## src/rtl/if_stage.sv

```systemverilog
// Instruction-fetch stage: owns the PC, fetches over a req/ack memory port and
// hands a registered instruction, PC+4, valid flag and debug tags to decode.
module if_stage #(
    parameter logic [31:0] RESET_PC = 32'h0000_0000,
    parameter logic [31:0] NOP_INST = 32'h0000_0000
) (
    input  logic        clk,
    input  logic        rst,
    input  logic        stall,
    input  logic        br_taken,
    input  logic [31:0] br_target,
    output logic        imem_req,
    output logic [31:0] imem_addr,
    input  logic        imem_ack,
    input  logic [31:0] imem_rdata,
    output logic [31:0] if_inst,
    output logic [31:0] if_pc4,
    output logic        if_valid,
    output logic [3:0]  IF_ins_type,
    output logic [3:0]  IF_ins_number
);

    // Handshake: imem_ack qualifies imem_rdata for the imem_addr of the same
    // cycle; the request is squashable, so memory re-samples imem_addr each cycle.
    typedef enum logic {
        FETCH = 1'b0,
        HOLD  = 1'b1
    } state_t;

    state_t      state;
    logic [31:0] pc;
    logic [31:0] hold_q;
    logic [3:0]  seq;

    logic        deliver;
    logic [31:0] deliver_word;
    logic [31:0] pc_plus4;
    logic [31:0] br_pc;

    function automatic logic [3:0] decode_type(input logic [5:0] op);
        logic [3:0] t;
        t = 4'd15;
        case (op)
            6'h00:                          t = 4'd0;
            6'h08, 6'h09, 6'h0A, 6'h0B,
            6'h0C, 6'h0D, 6'h0E, 6'h0F:     t = 4'd1;
            6'h23:                          t = 4'd2;
            6'h2B:                          t = 4'd3;
            6'h04, 6'h05:                   t = 4'd4;
            6'h02:                          t = 4'd5;
            default:                        t = 4'd15;
        endcase
        return t;
    endfunction

    assign imem_addr = pc;
    assign pc_plus4  = pc + 32'd4;
    assign br_pc     = br_target & 32'hFFFF_FFFC;

    // A word reaches ID either straight from memory or from the hold buffer
    // once the stall that parked it has cleared.
    always_comb begin
        deliver      = 1'b0;
        deliver_word = imem_rdata;
        if (state == FETCH) begin
            deliver = imem_ack && !stall;
        end else begin
            deliver      = !stall;
            deliver_word = hold_q;
        end
    end

    always_ff @(posedge clk or negedge rst) begin
        if (!rst) begin
            state         <= FETCH;
            pc            <= RESET_PC;
            hold_q        <= 32'd0;
            seq           <= 4'd0;
            imem_req      <= 1'b0;
            if_inst       <= NOP_INST;
            if_pc4        <= 32'd0;
            if_valid      <= 1'b0;
            IF_ins_type   <= 4'd0;
            IF_ins_number <= 4'd0;
        end else if (br_taken) begin
            // Redirect wins over stall and ack; any captured word is stale.
            state       <= FETCH;
            pc          <= br_pc;
            hold_q      <= 32'd0;
            imem_req    <= 1'b1;
            if_inst     <= NOP_INST;
            if_valid    <= 1'b0;
            IF_ins_type <= 4'd0;
        end else if (deliver) begin
            state         <= FETCH;
            pc            <= pc_plus4;
            imem_req      <= 1'b1;
            if_inst       <= deliver_word;
            if_pc4        <= pc_plus4;
            if_valid      <= 1'b1;
            IF_ins_type   <= decode_type(deliver_word[31:26]);
            IF_ins_number <= seq;
            seq           <= seq + 4'd1;
        end else begin
            case (state)
                FETCH: begin
                    if (imem_ack) begin
                        hold_q   <= imem_rdata;
                        state    <= HOLD;
                        imem_req <= 1'b0;
                    end else begin
                        imem_req <= 1'b1;
                        if (!stall) begin
                            if_valid    <= 1'b0;
                            if_inst     <= NOP_INST;
                            IF_ins_type <= 4'd0;
                        end
                    end
                end
                HOLD: begin
                    imem_req <= 1'b0;
                end
                default: begin
                    state    <= FETCH;
                    imem_req <= 1'b1;
                end
            endcase
        end
    end

endmodule

```

## config.mk

```make
export PLATFORM = sky130hd
export DESIGN_NAME = if_stage
export DESIGN_NICKNAME = d
export VERILOG_FILES = /design/src/rtl/if_stage.sv
export SDC_FILE = /design/constraint.sdc
export NUM_CORES = 1
export LEC_CHECK = 0
export ABC_AREA = 1
export ABC_CLOCK_PERIOD_IN_PS = 3100
export CAP_MARGIN = 5
export CORE_MARGIN = 5
export CORE_UTILIZATION = 54
export CTS_BUF_LIST = sky130_fd_sc_hd__clkbuf_8
export CTS_CLUSTER_SIZE = 20
export DETAILED_ROUTE_END_ITERATION = 10
export PLACE_DENSITY = 0.87
export SYNTH_ARGS = -nofsm -noshare
export SYNTH_HDL_FRONTEND = slang
export SYNTH_SLANG_ARGS = --single-unit
```

## constraint.sdc

```tcl
create_clock -name clk -period 3.1 [get_ports clk]
set_input_delay 0.465 -clock clk [delete_from_list [all_inputs] [get_ports clk]]
set_output_delay 0.465 -clock clk [all_outputs]
set_load 0.02 [all_outputs]
```

=== Yosys cells after proc, flatten, opt, wreduce, memory -nomap -nowiden ===
Memory sizes are Yosys's and may differ from the RTL's.
Cells that the tools add are included.

* Register bits: 143
* Input bits: 69
* Memories: 1
* Output and inout bits: 106
* Bits in read-only memories: 256
* Word-level logic and storage cells: 58

* Bitwise logic cells: 2
* Reductions and logical operators: 7
* Add/subtract/negate cells: 2
* Equality and inequality tests: 5
* Muxes and demuxes: 31

{| class="wikitable"
|+ Memories
! memory !! words !! width !! rd ports !! clocked after Yosys merged registers in !! wr ports !! line !! source
|-
| (name not given) || 64 || 4 || 1 || 0 || 0 || 43 || <nowiki>case (op)</nowiki>
|}

{| class="wikitable"
|+ Operators with widths
! operator !! number
|-
| 32-bit 2-to-1 mux || 12
|-
| 32-bit by 3-bit adder with 32-bit output, second input constant || 1
|-
| 4-bit 2-to-1 mux || 5
|-
| 1-bit 2-to-1 mux || 13
|-
| 3-bit by 2-bit inequality test with 1-bit output, second input constant || 2
|-
| 3-bit AND reduction || 2
|-
| 4-bit by 1-bit adder with 4-bit output, second input constant || 1
|-
| 2-bit inequality test, second input constant || 2
|-
| 2-bit nonzero test || 2
|-
| 3-bit by 1-bit inequality test with 1-bit output, second input constant || 1
|-
| 1-bit inverter || 2
|-
| 1-bit case mux with 2 select lines || 1
|-
| 2-bit AND reduction || 1
|-
| 1-bit logical AND || 1
|-
| 1-bit logical NOT || 1
|}

=== Depth between registers and ports, before layout ===
* Depth after elaboration: 5
* Gate-level depth with buffers: 10
* Depth with buffers taken out: 10

=== Least setup slack after synthesis ===
Ideal clock, no wire load.

* Path kind: register -> register
* Start: reg pc[3] (netlist: imem_addr[3])
* End: reg if_pc4[26]
* Library setup time: 0.118 ns
* Arrival time: 1.457 ns
* Clock period less this slack: 1.574 ns
* Setup slack: 1.526 ns
* Required time: 2.982 ns
* Path buffers: 0
* Stages on the path, launching flop included: 11
* Cell sequence: dfrtp_1 ha_1 inv_1 nor2_4 nand2_2 inv_1 nand2_1 nand2_1 nand2_1 nand2_1 nand2_1

* Longest elaborated chain between the ends: 1

{| class="wikitable"
|+ RTL lines
! item !! line !! source
|-
| start: declaration || 31 || <nowiki>logic [31:0] pc;</nowiki>
|-
| start signal: assignment || 88 || <nowiki>pc <= br_pc;</nowiki>
|-
| start signal: assignment || 96 || <nowiki>pc <= pc_plus4;</nowiki>
|-
| 32-bit by 3-bit adder with 32-bit output || 57 || <nowiki>assign pc_plus4 = pc + 32'd4;</nowiki>
|-
| end signal: assignment || 99 || <nowiki>if_pc4 <= pc_plus4;</nowiki>
|-
| end: declaration || 17 || <nowiki>output logic [31:0] if_pc4,</nowiki>
|}

Every way passes these cells.
A chain may end at the register's enable or synchronous reset.

=== Worst setup path in the final report ===
* Start: reg state
* End: reg hold_q[27]

* Longest elaborated chain between the ends: 3
* Elaborated cells between the ends (all ways): 4
* Classes of those cells: eq/ne (2); mux (1); reduce/logical (1)

{| class="wikitable"
|+ RTL lines
! item !! line !! source
|-
| start: declaration || 30 || <nowiki>state_t state;</nowiki>
|-
| start signal: assignment || 75 || <nowiki>state <= FETCH;</nowiki>
|-
| start signal: assignment || 87 || <nowiki>state <= FETCH;</nowiki>
|-
| start signal: assignment || 95 || <nowiki>state <= FETCH;</nowiki>
|-
| 1-bit 2-to-1 mux || 65 || <nowiki>if (state == FETCH) begin</nowiki>
|-
| 2-bit inequality test (no source line) || - ||
|-
| 3-bit AND reduction (no source line) (*) || - ||
|-
| end signal: assignment || 108 || <nowiki>hold_q <= imem_rdata;</nowiki>
|-
| end: declaration || 32 || <nowiki>logic [31:0] hold_q;</nowiki>
|}

Mark *: on every way between the ends. The rest lies on a longest branch, timed or not.

==> flow_summary.toml <==
[status]
status = "finished, final reports clean"

[power_and_ir_drop]
p_leak_nw = 4.23
switching_share_pct = 30.4
peakVddDrop_uv = 385
p_sw_w = 0.00152
power_frac_comb_pct = 23.0
power_density_mw_per_mm2 = 562
p_clk_share_pct = 33.0
seqPwrFrac_pct = 43.9
power.internal_w = 0.00348

[die]
die_w_um = 121
num_rows = 40
die_y_um = 121
die_area_mm2 = 0.0147
coreArea_mm2 = 0.0121
pin_count = 175
start_util_pct = 55.3

[clock_network]
clk_path_buf_depth = 2
cts-resized-gates = 0
clkSinkCount = 139
htreeDepth = 4
clock_latency_ns = 0.47
cts_inserted_buffers = 17
ctsHoldBuffers = 0
cts-root-buf = "clkbuf_8"
clkTransAtPathRegs_ns = 0.08
cts_tree = "done"
post-cts-setup-buffers = 0

[route]
wl_per_cell_um = 16.0
drtPass1Iterations = 6
wirelength_um = 18900
postRouteAntennaNets = 0
drtIter0Drc = 626
vias = 6227
vias_per_cell = 5.25
drc = 0

[sta]
period_share_pct = 79.8
relSlewSlack_pct = 56.1
rsz0062_at_grt = "false"
setup_viol = 0
maxSlewViolCount = 0
setup_total_negative_slack_ns = 0
hold_ws_ns = 0.000724
tightest_slew_ns = 0.659
timing.final.crit_period_ns = 2.47
final.setup_skew_ns = 0.0106
finalHoldViolCount = 0
fmax_mhz = 404

[worst_setup_path]
reg2reg_slack_ns = 0.63
timing.rr.end = "hold_q[27]"
worstPathMaxFanout = 36
arrival_ns = 2.84
r2r-start = "state"
crit_family = "simple AND/OR/NAND/NOR gates"
r2r_cells = 5
path_class = "flip-flop to flip-flop"
endpoint = "hold_q[27]"
critPathBufInv = 1
endpoint_kind = "flip-flop"
path_cells = "inv_2 -> nand3_2 -> nand2_1 -> nand3_1 -> o21ai_0"
crit_slowest_cell = "nand3_2"
path_depth = 5
cpPeakStageDelay_ns = 0.58
required_ns = 3.47
critPathLaunch = "state"
start_kind = "flip-flop"

[placement]
dp_hpwl_um = 13400
gp_congestion = 0.919
io_buffers = 168
postPlaceCellArea_mm2 = 0.00845

[yosys]
ys_seq_area_share_pct = 52.2
synth_edf_count = 0
syn_area_per_cell_um2 = 7.93
synth.distinct_cells = 34
ys.flop_type = "dfrtp_1"
ys.warnings.count = 0
async_reset_ff_share_pct = 100
synth_area_mm2 = 0.00667
ys_ff_latch = 139
synthCells = 841

[global_routing]
antenna_found_initial = 0
grt_pass1_wl_um = 30800
gr-total-overflow = 0
grt_usage_pct = 26.8
grt_max_degree = 71
grt_pass1_vias = 6177

[layout]
utilization_pct = 73.7
diodes = 0
fill_cells = 917
seqCellArea_mm2 = 0.00348
drive_above_1_share_pct = 6.39
fin_nets = 1075
design_area_mm2 = 0.00889
syn_to_final_growth_pct = 33.3
multi_input_area_mm2 = 0.00274

[worst_hold_path]
hold_path_class = "input port to async pin"

[run]
cap_violations = 0
## per-layer routing
| layer | wire length (um) | share of wire, % | global-route usage [%] | vias up |
|---|---|---|---|---|
| li1 | - | - | - | 2994 |
| met1 | 7650 | 40 | 33.5 | 2915 |
| met2 | 9160 | 48 | 44.4 | 283 |
| met3 | 1760 | 9.3 | 8.48 | 35 |
| met4 | 385 | 2.0 | 8.71 | 0 |
| met5 | 0 | 0 | 0 | - |
## power by group through the flow
stage | Sequential (W) | Combinational, W | Clock [W]
3_3_place_gp | 0.00222 | 0.00113 | 0
2_1_floorplan | 0.00239 | 0.000386 | 0
4_1_cts | 0.00219 | 0.00116 | 0.00166
3_5_place_dp | 0.00222 | 0.00115 | 0
5_1_grt | 0.00222 | 0.00126 | 0.00176
6_report | 0.00219 | 0.00115 | 0.00165
## worst reg2reg max path, stage by stage (launching register included)
cell and delay, ns:
dfrtp_1 0.52, inv_2 0.51, nand3_2 0.58, nand2_1 0.55, nand3_1 0.12, o21ai_0 0.11
## cell families after synthesis
kind of cell | synth area share [%]
AOI/OAI and AO/OA | 10.8
xor gates and xnor gates | 1.45
adders and majority gates | 0.375
buffers and inverters | 6.93
DFF | 52.2
muxes | 0.150
other | 0.0563
and+or+nand+nor | 28.0
## synth_stat cells, drive strengths merged (2+ instances only)
cell    instances  area [um^2]
o22ai           6         37.5
o21ai          87          435
buf            26          165
clkbuf         12         46.3
nand4           2         12.5
inv            66          250
a21oi           5         32.5
a21boi         21          158
a22o            5         43.8
dfrtp         139         3480
nor2           57          262
xnor2           3         26.3
ha              2         25.0
xor2            8         70.1
nand3          62          315
nand2         335         1270
## flip-flops by register name (all words and copies together) (netlist names)
signal,flops
IF_ins_number,4
IF_ins_type,4
hold_q,32
if_inst,32
if_pc4,30
if_valid,1
imem_addr,30
imem_req,1
seq,4
state,1
## per-stage QoR
stage,power (W),cells,setup slack [ns]
6_report,0.00499,1185,0.626
5_1_grt,0.00524,1185,0.379
4_1_cts,0.00501,1185,0.643
3_5_place_dp,0.00338,1153,0.550
3_3_place_gp,0.00334,1153,0.578
2_1_floorplan,0.00278,844,1.53
## worst min path at each step
stage	cells past startpoint	endpoint	startpoint	slack, ns
2_1_floorplan	0	IF_ins_number[0]	rst	0.17
3_3_place_gp	2	if_pc4[23]	if_pc4[23]	0.46
3_5_place_dp	2	if_pc4[30]	if_pc4[30]	0.47
4_1_cts	1	hold_q[10]	rst	0.02
5_1_grt	1	hold_q[31]	rst	0.03
6_report	1	hold_q[31]	rst	0.0007
## cell type report
class,instances,share of cell area [%]
Inverter,66,2.82
Multi-Input combinational cell,601,30.9
Sequential cell,139,39.1
Clock buffer,17,2.63
Tap cell,168,2.37
Timing Repair Buffer,179,19.9
Clock inverter,15,2.32
## placed cells by master, fill, tap and decap left out
cell             synthesis  layout
a22o_1                   5       5
o21ai_1                  8       8
clkinv_4                 0       1
clkbuf_8                 0      17
a21oi_2                  2       2
buf_6                    3       1
or2_0                    1       1
nand3_2                  1       1
buf_4                    7      11
a21boi_0                21      21
dfrtp_1                139     139
o22ai_1                  6       6
clkinv_2                 0       5
a21oi_1                  3       3
bufinv_16                0       5
conb_1                   1       4
o21ai_0                 79      79
nand4_1                  2       2
xor2_1                   8       8
nand2_2                  3       4
o211ai_1                 1       1
inv_1                   63      65
inv_4                    1       1
o21a_1                   1       1
mux2i_1                  1       1
nand2_1                331     330
inv_2                    2       2
nor2_4                   4       4
clkinvlp_4               0       2
nand2_4                  1       1
nor2_2                   7       8
nor2_1                  46      45
xnor2_1                  3       3
clkdlybuf4s50_1          0     167
ha_1                     2       2
nand3_1                 61      61
Power figures use the tool's default switching activity.
